==> src/rtl/uart_tx_fifo_ctrl_p.sv <==
// UART transmit buffer: a holding register that feeds the Tx controller, backed by a
// programmable-depth FIFO, with flush, trigger level, entry count and sticky overflow.
module uart_tx_fifo_ctrl_p #(
  parameter int DATA_W      = 8,
  parameter int DEPTH_LOG2  = 4,
  parameter int ADDR_W      = 4,
  parameter int TXDATA_ADDR = 0
) (
  input  logic                  RESETn,
  input  logic                  DSP_CLK,
  input  logic                  DSP_CEn,
  input  logic                  DSP_WEn,
  input  logic [ADDR_W-1:0]     DSP_ADDR,
  input  logic [31:0]           DSP_WDATA,
  input  logic                  FIFOEn,
  input  logic                  FifoFlush,
  input  logic                  OvfClr,
  input  logic [DEPTH_LOG2:0]   TrigLevel,
  input  logic                  TxDone,
  output logic                  TxDataReady,
  output logic [DATA_W-1:0]     TxData,
  output logic [DEPTH_LOG2:0]   TxFIFO_Level,
  output logic                  TxFIFO_Empty,
  output logic                  TxFIFO_Full,
  output logic                  TxFIFO_Trig,
  output logic                  Overflow
);

  localparam int DEPTH = 1 << DEPTH_LOG2;
  localparam logic [DEPTH_LOG2:0] DEPTH_VAL = (DEPTH_LOG2+1)'(DEPTH);

  logic [DATA_W-1:0] mem [DEPTH];
  logic [DEPTH_LOG2:0] wp, rp;
  logic s1, s2, s3;
  logic wr, done;
  logic push, pop, load_wdata, clr_ready, set_ovf;
  logic [DATA_W-1:0] wdata;
  logic unused_wdata_bits;

  assign wdata = DSP_WDATA[DATA_W-1:0];
  assign unused_wdata_bits = ^DSP_WDATA;

  assign wr   = !DSP_CEn && !DSP_WEn && (DSP_ADDR == ADDR_W'(TXDATA_ADDR));
  assign done = s2 && !s3;

  assign TxFIFO_Level = wp - rp;
  assign TxFIFO_Empty = (TxFIFO_Level == '0);
  assign TxFIFO_Full  = (TxFIFO_Level == DEPTH_VAL);
  // A TrigLevel above DEPTH can never be reached, so the compare alone covers both extremes.
  assign TxFIFO_Trig  = (TxFIFO_Level >= TrigLevel);

  always_ff @(posedge DSP_CLK or negedge RESETn) begin
    if (!RESETn) begin
      s1 <= 1'b0;
      s2 <= 1'b0;
      s3 <= 1'b0;
    end else begin
      s1 <= TxDone;
      s2 <= s1;
      s3 <= s2;
    end
  end

  // Priority decode of flush, load, reload/pop, push and drop.
  always_comb begin
    push       = 1'b0;
    pop        = 1'b0;
    load_wdata = 1'b0;
    clr_ready  = 1'b0;
    set_ovf    = 1'b0;
    if (FifoFlush) begin
      clr_ready = 1'b1;
    end else if (!TxDataReady) begin
      load_wdata = wr;
    end else if (done && TxFIFO_Empty) begin
      load_wdata = wr;
      clr_ready  = !wr;
    end else if (done) begin
      pop = 1'b1;
      if (wr) begin
        push    = FIFOEn;
        set_ovf = !FIFOEn;
      end
    end else if (wr) begin
      push    = FIFOEn && !TxFIFO_Full;
      set_ovf = !(FIFOEn && !TxFIFO_Full);
    end
  end

  always_ff @(posedge DSP_CLK) begin
    if (push) begin
      mem[wp[DEPTH_LOG2-1:0]] <= wdata;
    end
  end

  always_ff @(posedge DSP_CLK or negedge RESETn) begin
    if (!RESETn) begin
      wp          <= '0;
      rp          <= '0;
      TxDataReady <= 1'b0;
      TxData      <= '0;
      Overflow    <= 1'b0;
    end else begin
      if (FifoFlush) begin
        wp <= '0;
        rp <= '0;
      end else begin
        if (push) wp <= wp + 1'b1;
        if (pop)  rp <= rp + 1'b1;
      end
      if (load_wdata) begin
        TxData      <= wdata;
        TxDataReady <= 1'b1;
      end else if (pop) begin
        TxData <= mem[rp[DEPTH_LOG2-1:0]];
      end else if (clr_ready) begin
        TxDataReady <= 1'b0;
      end
      if (set_ovf) begin
        Overflow <= 1'b1;
      end else if (OvfClr) begin
        Overflow <= 1'b0;
      end
    end
  end

endmodule

==> config.mk <==
export PLATFORM = sky130hd
export DESIGN_NAME = uart_tx_fifo_ctrl_p
export DESIGN_NICKNAME = d
export VERILOG_FILES = /design/src/rtl/uart_tx_fifo_ctrl_p.sv
export SDC_FILE = /design/constraint.sdc
export NUM_CORES = 1
export LEC_CHECK = 0
export BUFFER_PORTS_ARGS = -buffer_cell sky130_fd_sc_hd__buf_4
export CAP_MARGIN = 25
export CORE_UTILIZATION = 55
export CTS_BUF_LIST = sky130_fd_sc_hd__clkbuf_8
export CTS_CLUSTER_DIAMETER = 50
export DETAILED_ROUTE_END_ITERATION = 10
export MAX_ROUTING_LAYER = met4
export PLACE_DENSITY = 0.75
export SYNTH_ARGS = -nofsm -noshare
export SYNTH_HDL_FRONTEND = slang
export SYNTH_SLANG_ARGS = --single-unit
==> constraint.sdc <==
create_clock -name DSP_CLK -period 4.5 [get_ports DSP_CLK]
set_input_delay 0.675 -clock DSP_CLK [delete_from_list [all_inputs] [get_ports DSP_CLK]]
set_output_delay 0.675 -clock DSP_CLK [all_outputs]
set_load 0.005 [all_outputs]
==> impl_results.md, run 1 <==
- Status: finished, final reports clean
- Dpl ws: 0.863 ns
- Final wirelength: 13,700 um
- Slew HR: 49.5%
- P&R area growth vs syn: 14.3%
- Sequential share of the synthesized area: 65.9%
- Iter 0 DRT Violations: 356
- Sink Count: 151
- Final Net Count: 523
- Fmax achieved: 244 MHz
- Max Cap Viol: 0
- Post-route ant nets: 0
- Crit path launch type: flop
- Most frequent cells in the layout: edfxtp_1 (128), buf_4 (58), mux4_2 (25)
- Die W: 112 um
- Post-Synth Adder-Cell Area: 2.91%
- Gr usage total: 24.5%
- Req. time, crit path: 3.83 ns
- Clock Skew: 0.0118 ns
- Worst VDD drop: 0.000296 V
- Post-DP Area: 7250 sq um
- Die Ht: 112 um
- CTS buffer count: 17
- Post-Synth Simple-Gate Area: 7.52%
- Clock share of power: 39.9%
- Final worst setup slack: 0.395 ns
- Core box area: 11,700 sq um
- CTS tree: built
- Sw Pwr: 0.000535 W
- Post-synthesis compound-gate area fraction: 6.25%
- Largest family of logic cells by synthesized area: multiplexers
- Max FO, Critical Path: 15
- Slowest stage delay, CP: 0.49 ns
- CP Class: reg2out
- DR WL/cell: 22.4 um
- Synth Cell Area: 6710 sq um
- CTS H-tree lvls: 4
- Antenna Cells: 0
- Total power: 0.00270 W
- Post-CTS sizing: 0
- Leading cell type in the layout, fill and taps excluded: edfxtp_1
- Reg clk slew, reported paths: 0.08 ns
- Leak: 2.73 nW
- Clock Tree Buf Depth: 2
- Int Power: 0.00217 W
- Final worst path period share: 91.2%
- R2R Setup Slk: 0.94 ns
- Antenna violations before repair: 0
- Cts-stage hold buffer count: 0
- Register area: 4420 sq um
- Final min period: 4.11 ns
- Dpl hpwl: 9030 um
- Max-slew violation total from the final report: 0
- RD Place Congestion: 0.824
- Multi-input logic area: 2150 sq um
- Die footprint: 12,600 sq um
- I/O Buffers: 42
- Hold Crit Class: in2async
- Total gr overflow: 0
- Sequential Power Share: 56.9%
- Fill cell count: 813
- Pin count of the biggest net entering global routing: 37
- Sw Share: 19.8%
- Post-synth cell types: 52
- Final Cell Area: 7660 sq um
- Dpl cells: 583
- Synth Net Count: 463
- Row cnt: 39
- Cell Chain, Critical Path: clkinv_1 > ha_1 > xnor2_1 > inv_1 > a211oi_1 > o22ai_1 > buf_4 > inv_1 > buf_4
- Fin. Hold Viols: 0
- Fin cells: 613
- First-pass GRT wire length: 21,200 um
- Vias: 3,818
- I/O pin total: 67
- Pre-antenna DRT Iters: 5
- EDFF count, synth: 128
- Vias in the first global route: 3,810
- Starting Density: 57.5%
- Layout cell share with drive strength beyond 1: 25.7%
- # setup viols final: 0
- Slowest cell on the critical path: ha_1
- CTS root buf: clkbuf_8
- Largest delay share family, worst path: buffers and inverters
- R2R Path Start: rp[2]
- Worst Path Buf+Inv: 5
- Combinational fraction of design power: 3.3%
- Worst-skew pair later-pin latency: 0.44 ns
- Top_reg_cell synth: edfxtp_1
- TNS Setup: 0 ns
- Mean Syn Cell Area: 16.8 sq um
- Worst-Margin Slew: 0.757 ns
- Warnings, synthesis: 0
- Drt drc: 0
- Post-synthesis async set-or-reset flop share: 15.2%
- Setup repair bufs after CTS: 0
- RSZ-0062 raised after global routing: false
- R2R Path End: mem[5][3]
- Synth Area in XOR/XNOR: 1.06%
- Vias/cell: 6.23
- FF-to-FF path depth: 9
- Synth Register Bits: 151
- CP arrival: 3.43 ns
- Pwr per Cell Area: 352 nW/um^2
- Mux cell area share after synthesis: 14.1%
- Synth Instances: 399
- Worst Setup End Kind: primary output
[layer usage]
metal | track usage, % | up-vias | wire, um | share of wire [%]
met1 | 31.3 | 1900 | 5800 | 42
met5 | - | - | 0 | 0
met2 | 36.8 | 154 | 6580 | 48
met4 | 12.2 | 0 | 522 | 3.8
li1 | - | 1729 | - | -
met3 | 6.21 | 35 | 802 | 5.9
[cell usage after synthesis (2+ instances only)]
cell	count	area, sq um
xnor3_1	2	45.0
o211ai_1	10	75.1
dfrtp_1	23	576
edfxtp_1	128	3840
clkbuf_1	9	33.8
o31ai_1	2	15.0
a22oi_1	6	45.0
mux4_1	12	315
nor2b_1	9	56.3
o21ai_0	9	45.0
a21oi_1	15	75.1
or4_1	3	22.5
nor2_1	20	75.1
xor2_1	2	17.5
nand2_1	10	37.5
a21o_1	5	37.5
a31oi_1	3	18.8
ha_1	14	175
nand4_1	3	18.8
nand3b_1	2	15.0
a311o_1	2	20.0
mux2_2	5	56.3
nor3_1	3	15.0
nor4_1	4	25.0
and4b_1	4	40.0
nand2b_1	6	37.5
or3_1	2	12.5
nand3_1	13	65.1
buf_2	5	25.0
and2_1	3	18.8
mux4_2	25	563
a211oi_1	4	30.0
and3_1	3	18.8
inv_1	15	56.3
[state kept, by name (all words and copies together), names as in the netlist]
signal	count
Overflow	1
s3	1
wp	5
s2	1
TxDataReady	1
s1	1
mem	128
rp	5
TxData	8
[through the flow]
step                      utilization, %  hold slack (ns)
after global routing                65.7            0.129
after detailed placement            62.2            0.344
after global placement              62.2            0.346
after floorplan                        -            0.331
final                               65.7            0.120
after CTS                           65.7           0.0979
[cell type report]
class / instances / area share (%)
well taps: 143 / 2.33
inverters: 16 / 0.784
flip-flops and latches: 151 / 57.7
multi-input cells: 215 / 28.1
clock buffers: 17 / 3.05
clock inverters: 13 / 2.38
repair buffers: 58 / 5.68
[power by group through the flow]
| stage | combinational, W | sequential [W] | clock, W |
|---|---|---|---|
| 6_report | 0.0000881 | 0.00154 | 0.00108 |
| 5_1_grt | 0.0000963 | 0.00154 | 0.00114 |
| 4_1_cts | 0.0000889 | 0.00154 | 0.00110 |
| 3_5_place_dp | 0.0000887 | 0.00157 | 0 |
| 3_3_place_gp | 0.0000856 | 0.00157 | 0 |
| 2_1_floorplan | 0.0000255 | 0.00157 | 0 |
[how the worst max path moves through the flow]
| stage | startpoint | end | slack (ns) | cells after the start |
|---|---|---|---|---|
| 2_1_floorplan | rp[1] | mem[0][0] | 0.85 | 10 |
| 3_5_place_dp | rp[2] | TxFIFO_Empty | 0.86 | 9 |
| 4_1_cts | rp[2] | TxFIFO_Empty | 0.37 | 9 |
| 6_report | rp[2] | TxFIFO_Empty | 0.39 | 9 |
| 3_3_place_gp | rp[2] | TxFIFO_Empty | 0.99 | 9 |
| 5_1_grt | rp[2] | TxFIFO_Empty | 0.05 | 9 |
[worst reg2reg max path, stage by stage, from the launching register on]
cell      delay [ns]
dfrtp_1         0.47
clkinv_1        0.40
ha_1            0.49
xnor2_1         0.25
inv_1           0.13
a211oi_1        0.39
nor2_1          0.21
o211ai_1        0.50
nor2_1          0.24
buf_4           0.23
[cell families after synthesis]
| kind of cell | Yosys count |
|---|---|
| adders and majority gates | 15 |
| muxes | 43 |
| buffers and inverters | 33 |
| and+or+nand+nor | 89 |
| DFF | 151 |
| AOI/OAI and AO/OA | 63 |
| xor gates and xnor gates | 5 |
Note: power is estimated with default switching activity, not from simulation.
==> run 2: changes to the inputs <==
--- a/config.mk
+++ b/config.mk
@@ -7,12 +7,13 @@
 export LEC_CHECK = 0
 export BUFFER_PORTS_ARGS = -buffer_cell sky130_fd_sc_hd__buf_4
 export CAP_MARGIN = 25
+export CORE_ASPECT_RATIO = 1.25
 export CORE_UTILIZATION = 55
 export CTS_BUF_LIST = sky130_fd_sc_hd__clkbuf_8
 export CTS_CLUSTER_DIAMETER = 50
 export DETAILED_ROUTE_END_ITERATION = 10
 export MAX_ROUTING_LAYER = met4
-export PLACE_DENSITY = 0.75
+export PLACE_DENSITY = 0.78
 export SYNTH_ARGS = -nofsm -noshare
 export SYNTH_HDL_FRONTEND = slang
 export SYNTH_SLANG_ARGS = --single-unit
==> constraint.sdc (replaced) <==
create_clock -name DSP_CLK -period 3.6 [get_ports DSP_CLK]
set_input_delay 0.54 -clock DSP_CLK [delete_from_list [all_inputs] [get_ports DSP_CLK]]
set_output_delay 0.54 -clock DSP_CLK [all_outputs]
set_load 0.005 [all_outputs]
==> impl_results.md, run 2 (synthesis gave the netlist of run 1 again) <==
- Pwr per Cell Area: 415 nW/um^2 (was 352 nW/um^2)
- Die Ht: 125 um (was 112 um)
- Multi-input logic area: 2190 sq um (was 2150 sq um)
- Gr busiest metal: met2 (unchanged)
- Reg clk slew, reported paths: 0.10 ns (was 0.08 ns)
- Dpl ws: 0.295 ns (was 0.863 ns)
- Antenna Cells: 0 (unchanged)
- Grt met2 use: 39.2% (was 36.8%)
- Fmax achieved: 296 MHz
- RD Place Congestion: 0.850 (was 0.824)
- Pre-antenna DRT Iters: 5 (unchanged)
- Final worst path period share: 94.0%
- Max FO, Critical Path: 8 (was 15)
- Worst VDD drop: 0.000248 V (was 0.000296 V)
- Sw Pwr: 0.000741 W (was 0.000535 W)
- Final Cell Area: 7720 sq um (was 7660 sq um)
- CTS buffer count: 17 (unchanged)
- Layout cell share with drive strength beyond 1: 29.1% (was 25.7%)
- Antenna violations before repair: 0 (unchanged)
- Pin count of the biggest net entering global routing: 37 (unchanged)
- DR WL/cell: 21.7 um (was 22.4 um)
- Drt drc: 0 (unchanged)
- Die W: 101 um (was 112 um)
- P&R area growth vs syn: 15.1% (was 14.3%)
- Max Cap Viol: 0 (unchanged)
- I/O Buffers: 42 (unchanged)
- RSZ-0062 raised after global routing: false (unchanged)
- Fin. Hold Viols: 0 (unchanged)
- Row cnt: 44 (was 39)
- CP arrival: 2.84 ns (was 3.43 ns)
- Crit path launch type: flop (unchanged)
- Max-slew violation total from the final report: 0 (unchanged)
- # setup viols final: 0 (unchanged)
- Leak: 2.74 nW (was 2.73 nW)
- Int Power: 0.00247 W (was 0.00217 W)
- Slew HR: 49.5% (about the same)
- Req. time, crit path: 3.06 ns (was 3.83 ns)
- CTS tree: built (unchanged)
- CTS root buf: clkbuf_8 (unchanged)
- Post-DP Area: 7300 sq um (was 7250 sq um)
- Leading cell type in the layout, fill and taps excluded: edfxtp_1 (unchanged)
- CP Class: reg2out (unchanged)
- Die footprint: 12,600 sq um (about the same)
- Hold Crit Class: in2reg (was in2async)
- Clock share of power: 36.6% (was 39.9%)
- Iter 0 DRT Violations: 325 (was 356)
- GR met3 Demand/Resource: 6.32% (was 6.21%)
- Worst-Margin Slew: 0.758 ns (was 0.757 ns)
- Final min period: 3.38 ns
- Combinational fraction of design power: 3.5% (was 3.3%)
- I/O pin total: 67 (unchanged)
- Core box area: 11,700 sq um (about the same)
- Total gr overflow: 0 (unchanged)
- Final wirelength: 13,900 um (was 13,700 um)
- Sink Count: 151 (unchanged)
- Total power: 0.00321 W (was 0.00270 W)
- Sw Share: 23.1% (was 19.8%)
- Starting Density: 57.2% (was 57.5%)
- Worst-skew pair later-pin latency: 0.45 ns (was 0.44 ns)
- Clock Tree Buf Depth: 2 (unchanged)
- Sequential Power Share: 59.9% (was 56.9%)
- Vias in the first global route: 3,960 (was 3,810)
- Status: finished, final reports clean (unchanged)
- GR met1 Demand/Resource: 30.9% (was 31.3%)
- Vias: 3,882 (was 3,818)
- Worst Setup End Kind: primary output (unchanged)
- First-pass GRT wire length: 21,900 um (was 21,200 um)
- Dpl hpwl: 9550 um (was 9030 um)
- Largest register FFs: 128 (unchanged)
- CTS H-tree lvls: 4 (unchanged)
- Vias/cell: 6.08 (was 6.23)
- Gr usage total: 24.7% (was 24.5%)
- Fill cell count: 813 (unchanged)
- Most frequent cells in the layout: edfxtp_1 (128), buf_4 (63), mux4_2 (25) (was edfxtp_1 (128), buf_4 (58), mux4_2 (25))
- Final worst setup slack: 0.217 ns (was 0.395 ns)
- Clock Skew: 0.0192 ns (was 0.0118 ns)
- Final Net Count: 529 (was 523)
- Post-route ant nets: 0 (unchanged)
- Register area: 4420 sq um (about the same)
-- run 2: area by class of cell --
type	instances	share of cell area [%]
clock buffer	17	3.03
clock inverter	15	1.69
inverter	16	0.778
multi-input combinational	215	28.3
sequential	151	57.3
tap	161	2.61
timing repair buffer	64	6.26
-- run 2: final timing paths --
kind / slack, ns / start / depth (start not counted) / to
worst max-delay path: 0.22 / rp[2] / 8 / TxFIFO_Trig
worst min-delay path: 0.20 / TxDone / 1 / s1
worst max register to register: 0.32 / wp[0] / 9 / mem[7][7]
worst min register to register: 0.37 / s1 / 0 / s2
max in group asynchronous: 2.81 / RESETn / 2 / wp[0]
min in group asynchronous: 0.53 / RESETn / 2 / rp[1]
-- run 2: power by group through the flow --
stage	registers [W]	logic [W]	clock network (W)
after floorplan	0.00196	0.0000319	0
after CTS	0.00192	0.000114	0.00120
after global routing	0.00192	0.000124	0.00127
final	0.00192	0.000112	0.00117
after global placement	0.00196	0.000106	0
after detailed placement	0.00196	0.000112	0
-- run 2: stage by stage --
stage                     TNS [ns]  utilization [%]  std cells  hold slack, ns
after floorplan                  0                -        399           0.244
after global placement           0             62.3        605           0.347
after detailed placement         0             62.3        605           0.336
after CTS                  -0.0147             65.5        638           0.169
after global routing             0             65.8        639           0.164
final                            0             65.8        639           0.195
-- run 2: critical path, stage by stage, from the launching register on --
cell      delay, ns
dfrtp_2        0.47
clkinv_1       0.19
ha_2           0.46
nand3_1        0.19
a21oi_1        0.33
nor2_1         0.15
ha_1           0.30
a21o_1         0.16
buf_4          0.13
-- run 2: repair_timing --
item,4_1_cts,5_1_grt
buffers inserted,0,1
hold buffers,1,0
gates resized for setup,1,10
endpoints found under the hold margin,23,0
endpoints found under the setup margin,1,9
pin swaps,0,1
-- run 2: metal layers --
metal	vias up	share of wire, %
met5	-	0
met4	0	2.3
met3	26	6.0
met2	161	51
met1	1946	40
li1	1749	-
==> run 3: changes to the inputs <==
--- a/config.mk
+++ b/config.mk
@@ -6,14 +6,15 @@
 export NUM_CORES = 1
 export LEC_CHECK = 0
 export BUFFER_PORTS_ARGS = -buffer_cell sky130_fd_sc_hd__buf_4
-export CAP_MARGIN = 25
+export CAP_MARGIN = 0
 export CORE_ASPECT_RATIO = 1.25
 export CORE_UTILIZATION = 55
 export CTS_BUF_LIST = sky130_fd_sc_hd__clkbuf_8
 export CTS_CLUSTER_DIAMETER = 50
+export CTS_CLUSTER_SIZE = 20
 export DETAILED_ROUTE_END_ITERATION = 10
 export MAX_ROUTING_LAYER = met4
-export PLACE_DENSITY = 0.78
+export PLACE_DENSITY = 0.84
 export SYNTH_ARGS = -nofsm -noshare
 export SYNTH_HDL_FRONTEND = slang
 export SYNTH_SLANG_ARGS = --single-unit
==> impl_results.md, run 3 (synthesis gave the netlist of run 1 again) <==
- I/O pin total: 67 (unchanged)
- Max FO, Critical Path: 8 (unchanged)
- CTS root buf: clkbuf_8 (unchanged)
- Iter 0 DRT Violations: 430 (was 325)
- RD Place Congestion: 0.873 (was 0.850)
- Worst-skew pair later-pin latency: 0.45 ns (about the same)
- Worst Setup End Kind: primary output (unchanged)
- Die Ht: 125 um (unchanged)
- Clock Skew: 0.0156 ns (was 0.0192 ns)
- Sink Count: 151 (unchanged)
- Reg clk slew, reported paths: 0.08 ns (was 0.10 ns)
- Fin. Hold Viols: 0 (unchanged)
- Slew HR: 36.0% (was 49.5%)
- Register area: 4420 sq um (about the same)
- Post-route ant nets: 0 (unchanged)
- Req. time, crit path: 3.06 ns (about the same)
- Antenna Cells: 0 (unchanged)
- Post-DP Area: 7290 sq um (was 7300 sq um)
- Status: finished, final reports clean (unchanged)
- Final Net Count: 526 (was 529)
- CTS buffer count: 17 (unchanged)
- Fill cell count: 747 (was 813)
- Final Cell Area: 7740 sq um (was 7720 sq um)
- Worst Path Buf+Inv: 2 (unchanged)
- Crit path launch type: flop (unchanged)
- Pre-antenna DRT Iters: 7 (was 5)
- Vias/cell: 6.30 (was 6.08)
- Pin count of the biggest net entering global routing: 37 (unchanged)
- Final worst path period share: 95.5% (was 94.0%)
- Layout cell share with drive strength beyond 1: 27.4% (was 29.1%)
- Slowest stage delay, CP: 0.51 ns (was 0.47 ns)
- Worst-Margin Slew: 0.956 ns (was 0.758 ns)
- Most frequent cells in the layout: edfxtp_1 (128), buf_4 (60), mux4_2 (25) (was edfxtp_1 (128), buf_4 (63), mux4_2 (25))
- Cell Chain, Critical Path: clkinv_1 > ha_1 > nand3b_1 > nand2_1 > xor2_1 > ha_1 > a21o_1 > a21o_1 > buf_4 (was clkinv_1 > ha_2 > nand3_1 > a21oi_1 > nor2_1 > ha_1 > a21o_1 > buf_4)
- I/O Buffers: 42 (unchanged)
- First-pass GRT wire length: 22,000 um (was 21,900 um)
- Largest delay share family, worst path: adder cells (unchanged)
- Die W: 101 um (unchanged)
- Multi-input logic area: 2170 sq um (was 2190 sq um)
- Vias: 4,007 (was 3,882)
- Max-slew violation total from the final report: 0 (unchanged)
- Total gr overflow: 0 (unchanged)
- Core box area: 11,700 sq um (unchanged)
- Final core utilization: 66.0% (was 65.8%)
- RSZ-0062 raised after global routing: true (was false)
- Die footprint: 12,600 sq um (unchanged)
- Max Cap Viol: 0 (unchanged)
- # setup viols final: 0 (unchanged)
- Final min period: 3.44 ns (was 3.38 ns)
- CP Class: reg2out (unchanged)
- Clock Tree Buf Depth: 2 (unchanged)
- CP arrival: 2.90 ns (was 2.84 ns)
- P&R area growth vs syn: 15.5% (was 15.1%)
- Antenna violations before repair: 0 (unchanged)
- Leading cell type in the layout, fill and taps excluded: edfxtp_1 (unchanged)
- CTS tree: built (unchanged)
- Largest register FFs: 128 (unchanged)
- Worst VDD drop: 0.000195 V (was 0.000248 V)
- Pwr per Cell Area: 443 nW/um^2 (was 415 nW/um^2)
- Drt drc: 0 (unchanged)
- Row cnt: 44 (unchanged)
- Dpl hpwl: 9700 um (was 9550 um)
- DR WL/cell: 22.8 um (was 21.7 um)
- Starting Density: 57.2% (unchanged)
- Leak: 2.76 nW (was 2.74 nW)
- Gr usage total: 25.2% (was 24.7%)
- Final wirelength: 14,500 um (was 13,900 um)
- CTS H-tree lvls: 4 (unchanged)
- Slowest cell on the critical path: dfrtp_1 (was dfrtp_2)
- Hold Crit Class: in2reg (unchanged)
- Fmax achieved: 291 MHz (was 296 MHz)
- Vias in the first global route: 4,015 (was 3,960)
run 3: cell types whose count changed in the layout (fill, tap and decap cells not counted), moves of 3 or more:
cell       change
inv_6          -6
buf_4          -3
inv_8          -4
inv_1          +4
bufinv_16      +4
clkinv_4       +3
run 3: per-layer routing:
layer  vias up  share of wire [%]  GRT usage (%)
met5         -                  0              -
met4         0                3.4           12.4
met3        49                8.0           6.82
met2       227                 50           39.1
met1      1990                 38           30.6
li1       1741                  -              -
run 3: through the flow:
step	cells	setup TNS (ns)	total power (W)	hold WS [ns]	worst slack, ns
2_1_floorplan	399	0	0.00199	0.244	0.277
3_3_place_gp	603	0	0.00207	0.343	0.270
3_5_place_dp	603	0	0.00207	0.342	0.217
4_1_cts	636	0	0.00344	0.183	0.00130
5_1_grt	636	-0.316	0.00352	0.172	-0.0363
6_report	636	0	0.00343	0.194	0.162
run 3: where the power goes:
| part | switching [W] | leakage [nW] | internal, W | total (W) |
|---|---|---|---|---|
| logic | 0.0000621 | 1.08 | 0.0000514 | 0.000113 |
| clock network | 0.000625 | 0.225 | 0.000768 | 0.00139 |
| registers | 0.0000125 | 1.46 | 0.00191 | 0.00192 |
run 3: cell type report:
type,instances,area share (%)
inverter,16,0.775
timing repair buffer,61,5.95
multi-input combinational,215,28.0
clock inverter,14,2.39
tap,161,2.60
clock buffer,18,3.20
sequential,151,57.1
run 3: repair_timing:
| action | 4_1_cts | 5_1_grt |
|---|---|---|
| setup endpoints to repair | 0 | 35 |
| gates resized for setup | 0 | 4 |
| hold buffers | 1 | 0 |
| setup buffers | 0 | 0 |
| hold endpoints to repair | 23 | 0 |
run 3: path summary, 6_finish.rpt:
kind	slack, ns	startpoint	endpoint	cells past startpoint
max	0.16	rp[2]	TxFIFO_Trig	9
min reg2reg	0.37	s1	s2	0
min in group asynchronous	0.52	RESETn	wp[1]	2
max in group asynchronous	2.80	RESETn	rp[0]	2
max reg2reg	0.18	wp[0]	mem[5][5]	9
min	0.19	TxDone	s1	1
